<file path="src/rtl/com_link_host_pkg.sv">
// com_link_host_pkg
//   Shared definitions for the host-side load/unload link:
//   - state_t      : controller FSM states
//   - ERR_*        : bit positions inside the sticky err vector
//   - MS_*         : encodings of the array's main_state phase input
//   - CNT_W        : width of the load and capture word counters
//   - min1_clog2() : counter width helper that never returns 0
package com_link_host_pkg;

    typedef enum logic [2:0] {
        ST_IDLE    = 3'd0,
        ST_START   = 3'd1,
        ST_GAP     = 3'd2,
        ST_LOAD    = 3'd3,
        ST_ACK     = 3'd4,
        ST_RUN     = 3'd5,
        ST_CAPTURE = 3'd6,
        ST_DRAIN   = 3'd7
    } state_t;

    localparam int ERR_UNDERRUN    = 0;
    localparam int ERR_ACK_TIMEOUT = 1;
    localparam int ERR_OVERFLOW    = 2;

    localparam logic [1:0] MS_LOAD = 2'b00;
    localparam logic [1:0] MS_RUN  = 2'b01;
    localparam logic [1:0] MS_IDLE = 2'b11;

    localparam int CNT_W = 11;

    function automatic int min1_clog2(input int v);
        return ($clog2(v) < 1) ? 1 : $clog2(v);
    endfunction

endpackage

</file>
<file path="src/rtl/com_link_fifo.sv">
// com_link_fifo
//   Show-ahead synchronous FIFO for captured words. The MSB of each entry is
//   the "last" tag; tail_last_set sets that tag on the newest entry after it
//   was written (the end of a burst is only known once done arrives).
//   Ports:
//     clk, rst_n      clock, asynchronous active-low reset
//     push, push_data write request / entry (ignored when full unless popping)
//     pop             read request (ignored when empty)
//     tail_last_set   set the last tag of the newest stored entry
//     head_data       oldest entry, last tag already merged with tail_last_set
//     full, empty     occupancy flags
module com_link_fifo #(
    parameter int DEPTH = 16,
    parameter int WIDTH = 17
) (
    input  logic             clk,
    input  logic             rst_n,
    input  logic             push,
    input  logic [WIDTH-1:0] push_data,
    input  logic             pop,
    input  logic             tail_last_set,
    output logic [WIDTH-1:0] head_data,
    output logic             full,
    output logic             empty
);

    localparam int AW = $clog2(DEPTH);

    logic [WIDTH-1:0] mem [DEPTH];
    logic [AW:0]      wr_ptr_q;
    logic [AW:0]      rd_ptr_q;
    logic [AW-1:0]    wr_idx;
    logic [AW-1:0]    rd_idx;
    logic [AW-1:0]    tail_idx;
    logic             do_push;
    logic             do_pop;
    logic             tail_is_head;

    assign wr_idx   = wr_ptr_q[AW-1:0];
    assign rd_idx   = rd_ptr_q[AW-1:0];
    assign tail_idx = wr_idx - AW'(1);

    assign empty = (wr_ptr_q == rd_ptr_q);
    assign full  = (wr_ptr_q[AW] != rd_ptr_q[AW]) && (wr_idx == rd_idx);

    // A push into a full FIFO is accepted when the head leaves the same cycle.
    assign do_pop  = pop && !empty;
    assign do_push = push && (!full || do_pop);

    // With a single entry stored, the tag being set right now must already be
    // visible at the head so the final word is not presented untagged.
    assign tail_is_head = !empty && (rd_idx == tail_idx);
    assign head_data = {mem[rd_idx][WIDTH-1] | (tail_last_set & tail_is_head),
                        mem[rd_idx][WIDTH-2:0]};

    always_ff @(posedge clk) begin
        if (do_push) begin
            mem[wr_idx] <= push_data;
        end
        if (tail_last_set && !empty) begin
            mem[tail_idx][WIDTH-1] <= 1'b1;
        end
    end

    always_ff @(posedge clk or negedge rst_n) begin
        if (!rst_n) begin
            wr_ptr_q <= '0;
            rd_ptr_q <= '0;
        end else begin
            if (do_push) wr_ptr_q <= wr_ptr_q + (AW+1)'(1);
            if (do_pop)  rd_ptr_q <= rd_ptr_q + (AW+1)'(1);
        end
    end

endmodule

</file>
<file path="src/rtl/com_link_host.sv">
// com_link_host
//   Host end of the core-array load/unload protocol. Streams a load burst into
//   the array, waits for it to run, captures the unload burst and forwards the
//   captured words on a valid/ready stream through com_link_fifo.
//   Optional build macro: COM_LINK_CHECKSUM_EN (16-bit modular sum of every
//   word written into the FIFO; tied to 0 when undefined).
//   Ports:
//     clk, rst_n                       clock, asynchronous active-low reset
//     in_data/in_valid/in_last/in_ready load word stream
//     com_data_in, data_write_start,
//     data_write_done                  array load interface
//     com_data_out, main_state,
//     output_write_start/_done         array run/unload interface
//     out_data/out_valid/out_last/out_ready captured word stream
//     busy                             controller not in IDLE
//     err                              sticky {overflow, ack_timeout, underrun}
//     checksum                         sum of captured words (optional)
//     dbg_state                        controller FSM state
//   Stream handshake: a word moves when valid & ready are both high on a rising
//   clock edge; while valid is high and ready low, data/last/valid hold.
//   On the load side in_ready is high only in load slots; a slot with
//   in_valid low is not retried, it becomes a zero word (underrun).
module com_link_host
    import com_link_host_pkg::*;
#(
    parameter int IN_WORDS    = 1024,
    parameter int OUT_WORDS   = 1024,
    parameter int SKIP        = 0,
    parameter int FIFO_DEPTH  = 16,
    parameter int ACK_TIMEOUT = 4
) (
    input  logic        clk,
    input  logic        rst_n,
    input  logic [15:0] in_data,
    input  logic        in_valid,
    input  logic        in_last,
    output logic        in_ready,
    output logic [15:0] com_data_in,
    output logic        data_write_start,
    output logic        data_write_done,
    input  logic [15:0] com_data_out,
    input  logic [1:0]  main_state,
    input  logic        output_write_start,
    input  logic        output_write_done,
    output logic [15:0] out_data,
    output logic        out_valid,
    output logic        out_last,
    input  logic        out_ready,
    output logic        busy,
    output logic [2:0]  err,
    output logic [15:0] checksum,
    output logic [2:0]  dbg_state
);

    localparam int SKIP_W = min1_clog2(SKIP + 1);
    localparam int ACK_W  = min1_clog2(ACK_TIMEOUT + 1);

    state_t             state_q, state_d;
    logic [CNT_W-1:0]   ld_cnt_q, cap_cnt_q;
    logic [SKIP_W-1:0]  skip_cnt_q;
    logic [ACK_W-1:0]   ack_cnt_q;
    logic [15:0]        wdata_q;
    logic               done_q;
    logic [2:0]         err_q;
    logic               ows_q;
    logic               armed_q;

    logic start_xfer, load_slot, final_word;
    logic ows_rise, cap_active, eligible, skip_done;
    logic push_evt, push_last, overflow;
    logic ack_ok, ack_expire;
    logic fifo_full, fifo_empty, fifo_pop, fifo_tail_set;
    logic [16:0] fifo_head;

    assign start_xfer = (state_q == ST_IDLE) && in_valid;

    // Load slots: GAP samples word 0, each LOAD cycle samples the next word
    // until the final one has been registered onto com_data_in.
    assign load_slot  = (state_q == ST_GAP) || ((state_q == ST_LOAD) && !done_q);
    assign final_word = (in_valid && in_last) || (ld_cnt_q == CNT_W'(IN_WORDS - 1));

    // armed_q stays low after reset until the array has been seen quiet in
    // IDLE, so a burst left over from an abandoned transfer is never captured.
    assign ows_rise   = output_write_start && !ows_q && armed_q;
    // The rising-edge cycle already carries the first unload word.
    assign cap_active = (state_q == ST_CAPTURE) || ((state_q == ST_RUN) && ows_rise);
    assign eligible   = cap_active && output_write_start && !output_write_done;
    assign skip_done  = (skip_cnt_q == SKIP_W'(SKIP));
    assign push_evt   = eligible && skip_done;
    assign push_last  = push_evt && (cap_cnt_q == CNT_W'(OUT_WORDS - 1));

    assign fifo_pop      = !fifo_empty && out_ready;
    assign overflow      = push_evt && fifo_full && !fifo_pop;
    // Done after the final push: tag whatever word is newest in the FIFO.
    assign fifo_tail_set = (state_q == ST_CAPTURE) && output_write_done &&
                           (cap_cnt_q != '0);

    assign ack_ok     = (main_state == MS_RUN);
    assign ack_expire = !ack_ok && (ack_cnt_q == ACK_W'(ACK_TIMEOUT - 1));

    always_comb begin
        state_d = state_q;
        unique case (state_q)
            ST_IDLE:    if (in_valid) state_d = ST_START;
            ST_START:   state_d = ST_GAP;
            ST_GAP:     state_d = ST_LOAD;
            ST_LOAD:    if (done_q) state_d = ST_ACK;
            ST_ACK:     if (ack_ok || ack_expire) state_d = ST_RUN;
            ST_RUN:     if (ows_rise) state_d = push_last ? ST_DRAIN : ST_CAPTURE;
            ST_CAPTURE: if (output_write_done || push_last) state_d = ST_DRAIN;
            ST_DRAIN:   if (fifo_empty) state_d = ST_IDLE;
            default:    state_d = ST_IDLE;
        endcase
    end

    always_ff @(posedge clk or negedge rst_n) begin
        if (!rst_n) begin
            state_q    <= ST_IDLE;
            ld_cnt_q   <= '0;
            cap_cnt_q  <= '0;
            skip_cnt_q <= '0;
            ack_cnt_q  <= '0;
            wdata_q    <= '0;
            done_q     <= 1'b0;
            err_q      <= '0;
            ows_q      <= 1'b0;
            armed_q    <= 1'b0;
        end else begin
            state_q <= state_d;
            ows_q   <= output_write_start;
            if ((state_q == ST_IDLE) && !output_write_start && !output_write_done) begin
                armed_q <= 1'b1;
            end

            if (start_xfer) begin
                err_q      <= '0;
                ld_cnt_q   <= '0;
                cap_cnt_q  <= '0;
                skip_cnt_q <= '0;
                ack_cnt_q  <= '0;
            end else begin
                if (load_slot && !in_valid)            err_q[ERR_UNDERRUN]    <= 1'b1;
                if ((state_q == ST_ACK) && ack_expire) err_q[ERR_ACK_TIMEOUT] <= 1'b1;
                if (overflow)                          err_q[ERR_OVERFLOW]    <= 1'b1;
                if (load_slot)                ld_cnt_q   <= ld_cnt_q + CNT_W'(1);
                if (state_q == ST_ACK)        ack_cnt_q  <= ack_cnt_q + ACK_W'(1);
                if (eligible && !skip_done)   skip_cnt_q <= skip_cnt_q + SKIP_W'(1);
                if (push_evt)                 cap_cnt_q  <= cap_cnt_q + CNT_W'(1);
            end

            if (load_slot) begin
                wdata_q <= in_valid ? in_data : 16'h0000;
                done_q  <= final_word;
            end else begin
                wdata_q <= 16'h0000;
                done_q  <= 1'b0;
            end
        end
    end

    com_link_fifo #(
        .DEPTH (FIFO_DEPTH),
        .WIDTH (17)
    ) u_fifo (
        .clk           (clk),
        .rst_n         (rst_n),
        .push          (push_evt),
        .push_data     ({push_last, com_data_out}),
        .pop           (fifo_pop),
        .tail_last_set (fifo_tail_set),
        .head_data     (fifo_head),
        .full          (fifo_full),
        .empty         (fifo_empty)
    );

`ifdef COM_LINK_CHECKSUM_EN
    logic [15:0] csum_q;
    always_ff @(posedge clk or negedge rst_n) begin
        if (!rst_n) begin
            csum_q <= '0;
        end else if (start_xfer) begin
            csum_q <= '0;
        end else if (push_evt && (!fifo_full || fifo_pop)) begin
            csum_q <= csum_q + com_data_out;
        end
    end
    assign checksum = csum_q;
`else
    assign checksum = 16'h0000;
`endif

    assign in_ready         = load_slot;
    assign com_data_in      = wdata_q;
    assign data_write_start = (state_q == ST_START);
    assign data_write_done  = done_q;
    assign out_valid        = !fifo_empty;
    assign out_data         = fifo_empty ? 16'h0000 : fifo_head[15:0];
    assign out_last         = !fifo_empty && fifo_head[16];
    assign busy             = (state_q != ST_IDLE);
    assign err              = err_q;
    assign dbg_state        = state_q;

endmodule

</file>
<file path="config.mk">
export PLATFORM = sky130hd
export DESIGN_NAME = com_link_host
export DESIGN_NICKNAME = d
export VERILOG_FILES = /design/src/rtl/com_link_host_pkg.sv /design/src/rtl/com_link_fifo.sv /design/src/rtl/com_link_host.sv
export SDC_FILE = /design/constraint.sdc
export NUM_CORES = 1
export LEC_CHECK = 0
export ABC_AREA = 1
export CORE_ASPECT_RATIO = 1.75
export CORE_MARGIN = 2
export CORE_UTILIZATION = 40
export DETAILED_ROUTE_END_ITERATION = 10
export SKIP_CTS_REPAIR_TIMING = 1
export SYNTH_ARGS = -nofsm -noshare
export SYNTH_HDL_FRONTEND = slang
export SYNTH_SLANG_ARGS = --single-unit
</file>
<file path="constraint.sdc">
create_clock -name clk -period 3.35 [get_ports clk]
set_clock_uncertainty 0.15 [all_clocks]
set_input_delay 0.335 -clock clk [delete_from_list [all_inputs] [get_ports clk]]
set_output_delay 0.335 -clock clk [all_outputs]
set_load 0.005 [all_outputs]
</file>
* After elaboration in Yosys (flattened, before gate mapping)
Memories as Yosys holds them, arrays and structs flattened.
Index checks and enable logic that the tools add are counted.
** Operators by class
- Equality and inequality tests :: 21
- Bitwise operators :: 3
- $add $sub $neg :: 7
- Reductions and logical operators :: 54
- Muxes and demuxes :: 31
** Operator list (count)
- two-way mux 16 bit :: 3
- two-way mux 11 bit :: 4
- logical AND 1 bit :: 27
- two-way mux 3 bit :: 9
- case mux 3 bit (8 select lines) :: 1
- adder 11 x 1 -> 11 bit, second input constant :: 2
- equality test 11 x 10 -> 1 bit, second input constant :: 2
- two-way mux 17 bit :: 1
- OR reduction 17 bit :: 1
- nonzero test 2 bit :: 7
- equality test 3 bit, second input constant :: 4
- two-way mux 1 bit :: 11
- nonzero test 11 bit :: 1
- adder 5 x 1 -> 5 bit, second input constant :: 2
- != test 2 bit, second input constant :: 5
- equality test 3 x 2 -> 1 bit, second input constant :: 3
- zero test 1 bit :: 9
- equality test 4 bit :: 2
- logical OR 1 bit :: 6
- AND reduction 6 bit :: 1
- equality test 5 bit :: 1
- two-way mux 4 bit :: 1
- subtractor 4 x 1 -> 4 bit, second input constant :: 1
- adder 3 x 1 -> 3 bit, second input constant :: 1
- other kinds (11) :: 11
** Storage, ports and cells
- Bits in writable memories :: 272
- Memories kept :: 1
- Word-level logic and storage cells :: 131
- Register bits :: 61
- Output and inout bits :: 60
- Input bits :: 41
** Memories
- u_fifo.mem :: depth 16, bits a word 17, read ports 1, clocked after memory_dff 0, wr ports 1, line com_link_fifo.sv:29 : logic [WIDTH-1:0] mem [DEPTH];

* Depth between registers and ports, before layout
- Word-level depth :: 12
- Depth in mapped cells :: 12
- Mapped depth without buffers :: 11

* Cells and area by module
Synthesis repeated with hierarchy kept, for this count alone.
** Unflattened totals
- Cell total of the unflattened synthesis :: 1385
- Area, all modules :: 14654.1 um^2
** Modules (own cells, without submodules)
- com_link_fifo :: area an instance 11792.6 um^2, seq. area each 8257.9 um^2, cells an instance 1010, instances 1
- com_link_host :: area an instance 2861.5 um^2, seq. area each 1276.2 um^2, cells an instance 375, instances 1

* Worst setup path before layout
OpenSTA, ideal clock, no wires.
- Path type :: reg-to-reg
- From :: register state_q[0], in the netlist dbg_state[0]
- To :: memory u_fifo.mem[4][0] (enable)
- Buffers on the path :: 0
- Library setup time :: 0.388 ns
- Data required time :: 2.812 ns
- Stages on the path, launching flop included :: 12
- Data arrival time :: 2.273 ns
- Slack :: 0.539 ns
- Path through :: dfrtp_1 > inv_1 > nand2_2 > nor2_2 > nand2_2 > a21oi_4 > nand2_4 > nand2_1 > nand2_1 > nor2_1 > nand2_1 > nor2_1
** Between the ends
- Longest elaborated chain between the ends :: 10
- Elaborated cells on any way between the ends :: 18
- Those cells by class :: eq/ne: 2; mux: 6; reduce/logical: 10
** RTL lines
- start, declared :: line com_link_host.sv:58 : state_t state_q, state_d;
- start signal, assigned :: line com_link_host.sv:129 : state_q <= state_d;
- parallel branches: the longest is 10 deep, another holds OR reduction 17 bit
- end, declared :: line com_link_fifo.sv:29
Several ways; the timed one is not identified.

* Final worst setup path
- From :: register u_fifo.rd_ptr_q[0]
- To :: output out_data[1]
** Between the ends
- Longest elaborated chain between the ends :: 2
- Elaborated cells on any way between the ends :: 3
- Those cells by class :: eq/ne: 1; mux: 1; memory: 1
** RTL lines
- start, declared :: line com_link_fifo.sv:31 : logic [AW:0] rd_ptr_q;
- start signal, assigned :: line com_link_fifo.sv:71 : if (do_pop) rd_ptr_q <= rd_ptr_q + (AW+1)'(1);
- memory (16 x 17 bit) / equality test 5 bit (equally long branches)
- two-way mux 16 bit * :: line com_link_host.sv:197 : assign out_data = fifo_empty ? 16'h0000 : fifo_head[15:0];
- end, declared :: line com_link_host.sv:45 : output logic [15:0] out_data,
Every way passes the cells marked *; elsewhere a longest branch is shown, timed or not.

==> flow_metrics.py <==
metrics = {
    "grt": {
        "first_global_vias": 9851,
        "track_usage_pct": 19.5,
        "antenna_found_initial": 0,
        "grt_pass1_wl_um": 55400,
        "grt_start_max_net_pins": 139,
        "grt.overflow.total": 0,
    },
    "route": {
        "vias": 9865,
        "wl_met1_um": 13600,
        "wl_um": 37000,
        "drc": 0,
        "vias_per_cell": 5.22,
        "top_layer_used": "met4",
        "detail-route-antenna-nets": 0,
        "route.met3.wl_um": 1980,
        "wl_per_cell_um": 19.6,
        "first_pass_iters": 5,
        "drt_iter0_markers": 636,
        "dr_wl_met2_um": 20100,
    },
    "placement": {
        "placed_cell_area_sq_um": 15800,
        "io_buffers": 84,
        "dp_hpwl_um": 22800,
        "globalplace.congestion": 0.854,
        "pre_cts_slack_ps": 363,
    },
    "setup_path": {
        "cp-end-kind": "output port",
        "ff2ff_setup_slack_ps": 410,
        "cp_max_fo": 17,
        "worst_r2r_path_depth": 12,
        "reg2reg_to": "u_fifo.mem[3][6]$_DFFE_PP_",
        "worstSetupPathType": "reg2out",
        "cp.arrival_ps": 2750,
        "critPathLaunch": "u_fifo.rd_ptr_q[0]$_DFFE_PN0P_",
        "r2r_start": "cap_cnt_q[0]$_DFFE_PN0P_",
        "crit_path_start_kind": "flop",
        "crit_required_ps": 2860,
    },
    "sta": {
        "rsz0062_at_grt": "no",
        "slew_violations": 0,
        "final.min_clock_period_ps": 3230,
        "fin_ws_ps": 116,
        "period_share_pct": 96.6,
        "timing.fmax_ghz": 0.309,
        "tightest_slew_ps": 959,
        "setup_viol": 0,
        "slew_headroom_pct": 35.8,
        "finalHoldViolCount": 0,
    },
    "floorplanning": {
        "die_x_um": 146,
        "die_height_um": 253,
        "core_area_sq_um": 35100,
        "start_util_pct": 40.4,
        "rows": 91,
        "die_area_sq_um": 37000,
        "boundaryPins": 101,
    },
    "run_status": {
        "outcome": "finished, final reports clean",
    },
    "yosys": {
        "synth_cell_types": 42,
        "yosys_warnings": 0,
        "ys_async_sr_fraction_pct": 18.3,
        "avgSynthCellArea_sq_um": 11.0,
        "ys_seq_elements": 333,
        "yosysSeqAreaShare_pct": 68.4,
        "syn_inst": 1288,
        "synth_ff_type": "edfxtp_1",
        "syn_area_sq_um": 14200,
        "synth_edf_count": 272,
    },
    "pwr": {
        "p_per_area_nw_per_um2": 816,
        "cellLeakagePower_nw": 6.12,
        "total_power_mw": 13.8,
        "ir_worst_vdd_uv": 493,
    },
    "clock_network": {
        "clkSinkCount": 333,
        "clk_pin_slew_worst_paths_ps": 70,
        "numCtsBuffers": 29,
        "h-tree-depth": 1,
        "root_buffer": "clkbuf_16",
        "cts_tree": "done",
        "ctsLongestPathBuffers": 3,
        "clock_latency_ps": 550,
    },
    "final_layout": {
        "area_growth_pct": 19.5,
        "layout-drive-gt1-share_pct": 10.5,
        "diodes": 0,
        "finalNetCount": 1451,
        "postLayoutCellArea_sq_um": 17000,
    },
    "flow_run": {
        "drv_cap": 0,
    },
    "min_path": {
        "hold_depth": 3,
        "hold_end": "com_data_in[11]$_DFF_PN0_",
        "hold_class": "in2reg",
        "hold_start": "in_data[11]",
    },
}
==> cells by family after synthesis <==
kind of cell / after synthesis / share of synthesized area (%)
xor gates and xnor gates: 13 / 0.803
DFF: 333 / 68.4
adders and majority gates: 8 / 0.706
buffers and inverters: 149 / 4.61
AOI/OAI and AO/OA: 265 / 10.7
and+or+nand+nor: 519 / 14.8
other: 1 / 0.0264
==> registers in the layout (all words and copies together) (netlist names) <==
register         count
u_fifo.wr_ptr_q      5
cap_cnt_q           11
dbg_state            3
data_write_done      1
ack_cnt_q            3
u_fifo.rd_ptr_q      5
u_fifo.mem         272
err                  3
skip_cnt_q           1
com_data_in         16
ld_cnt_q            11
ows_q                1
armed_q              1
==> routing by layer <==
layer / up-vias / GRT usage, %
met5: - / 0
met4: 0 / 7.66
met3: 67 / 2.65
met2: 306 / 37.7
met1: 4817 / 21.5
li1: 4675 / -
==> metrics by stage <==
stage               hold WS, ps  std cells  setup TNS [ps]  util, %
floorplan                  -111       1303               0        -
global placement            305       1823               0     45.2
detailed placement          309       1823               0     45.2
CTS                        -280       1876            -936     47.7
global route                161       1889               0     48.3
finish                      154       1889               0     48.3
==> layout by cell type (no fill, tap or decap), types with 18 or more instances in the layout <==
cell,count
o211ai_1,29
nor2_1,252
nand3_1,42
o21ai_0,152
buf_4,45
clkdlybuf4s50_1,82
nand2_1,175
clkbuf_16,31
o22ai_1,35
a21oi_1,21
edfxtp_1,272
dfrtp_1,57
inv_1,58
nor3_1,18
==> worst max-delay path by stage <==
stage,to,slack [ps],depth (start not counted)
3_5_place_dp,out_data[1],360,8
4_1_cts,out_last,-250,11
3_3_place_gp,out_last,350,11
2_1_floorplan,u_fifo.mem[4][0]$_DFFE_PP_,540,11
5_1_grt,out_data[5],3,6
6_report,out_data[1],120,9
==> power by group <==
| group | leakage (nW) | total [mW] | internal, mW | switching [mW] |
|---|---|---|---|---|
| Combinational | 2.44 | 5.53 | 2.09 | 3.44 |
| Clock | 0.437 | 3.19 | 1.74 | 1.45 |
| Sequential | 3.25 | 5.12 | 4.90 | 0.219 |
| Total | 6.12 | 13.8 | 8.73 | 5.11 |
==> synthesized netlist by cell type, drive strengths merged (15+ instances only) <==
library cell / count / area, sq um
buf: 35 / 223
nor3: 18 / 90.1
clkbuf: 44 / 165
dfrtp: 61 / 1530
a31oi: 15 / 93.8
o21ai: 155 / 783
o211ai: 29 / 218
nor2: 271 / 1040
o22ai: 35 / 219
nand2: 179 / 687
edfxtp: 272 / 8170
nand3: 44 / 238
inv: 68 / 258
a21oi: 23 / 138
==> final cells by class <==
cell class              count  area, sq um
fillers                  3238        18100
clock inverters            18          134
inverters                  70          270
clock buffers              35          748
repair buffers            147         1540
multi-input cells         821         3980
flip-flops and latches    333         9700
well taps                 465          582
==> critical path: stages, from the launching register on <==
cell,delay [ps]
dfrtp_4,550
inv_6,130
nand2_1,60
nand2_1,80
nor2_1,80
nand3_4,150
clkinv_1,100
buf_6,190
a31oi_2,290
clkdlybuf4s50_1,560
(Power assumes the default switching activity.)
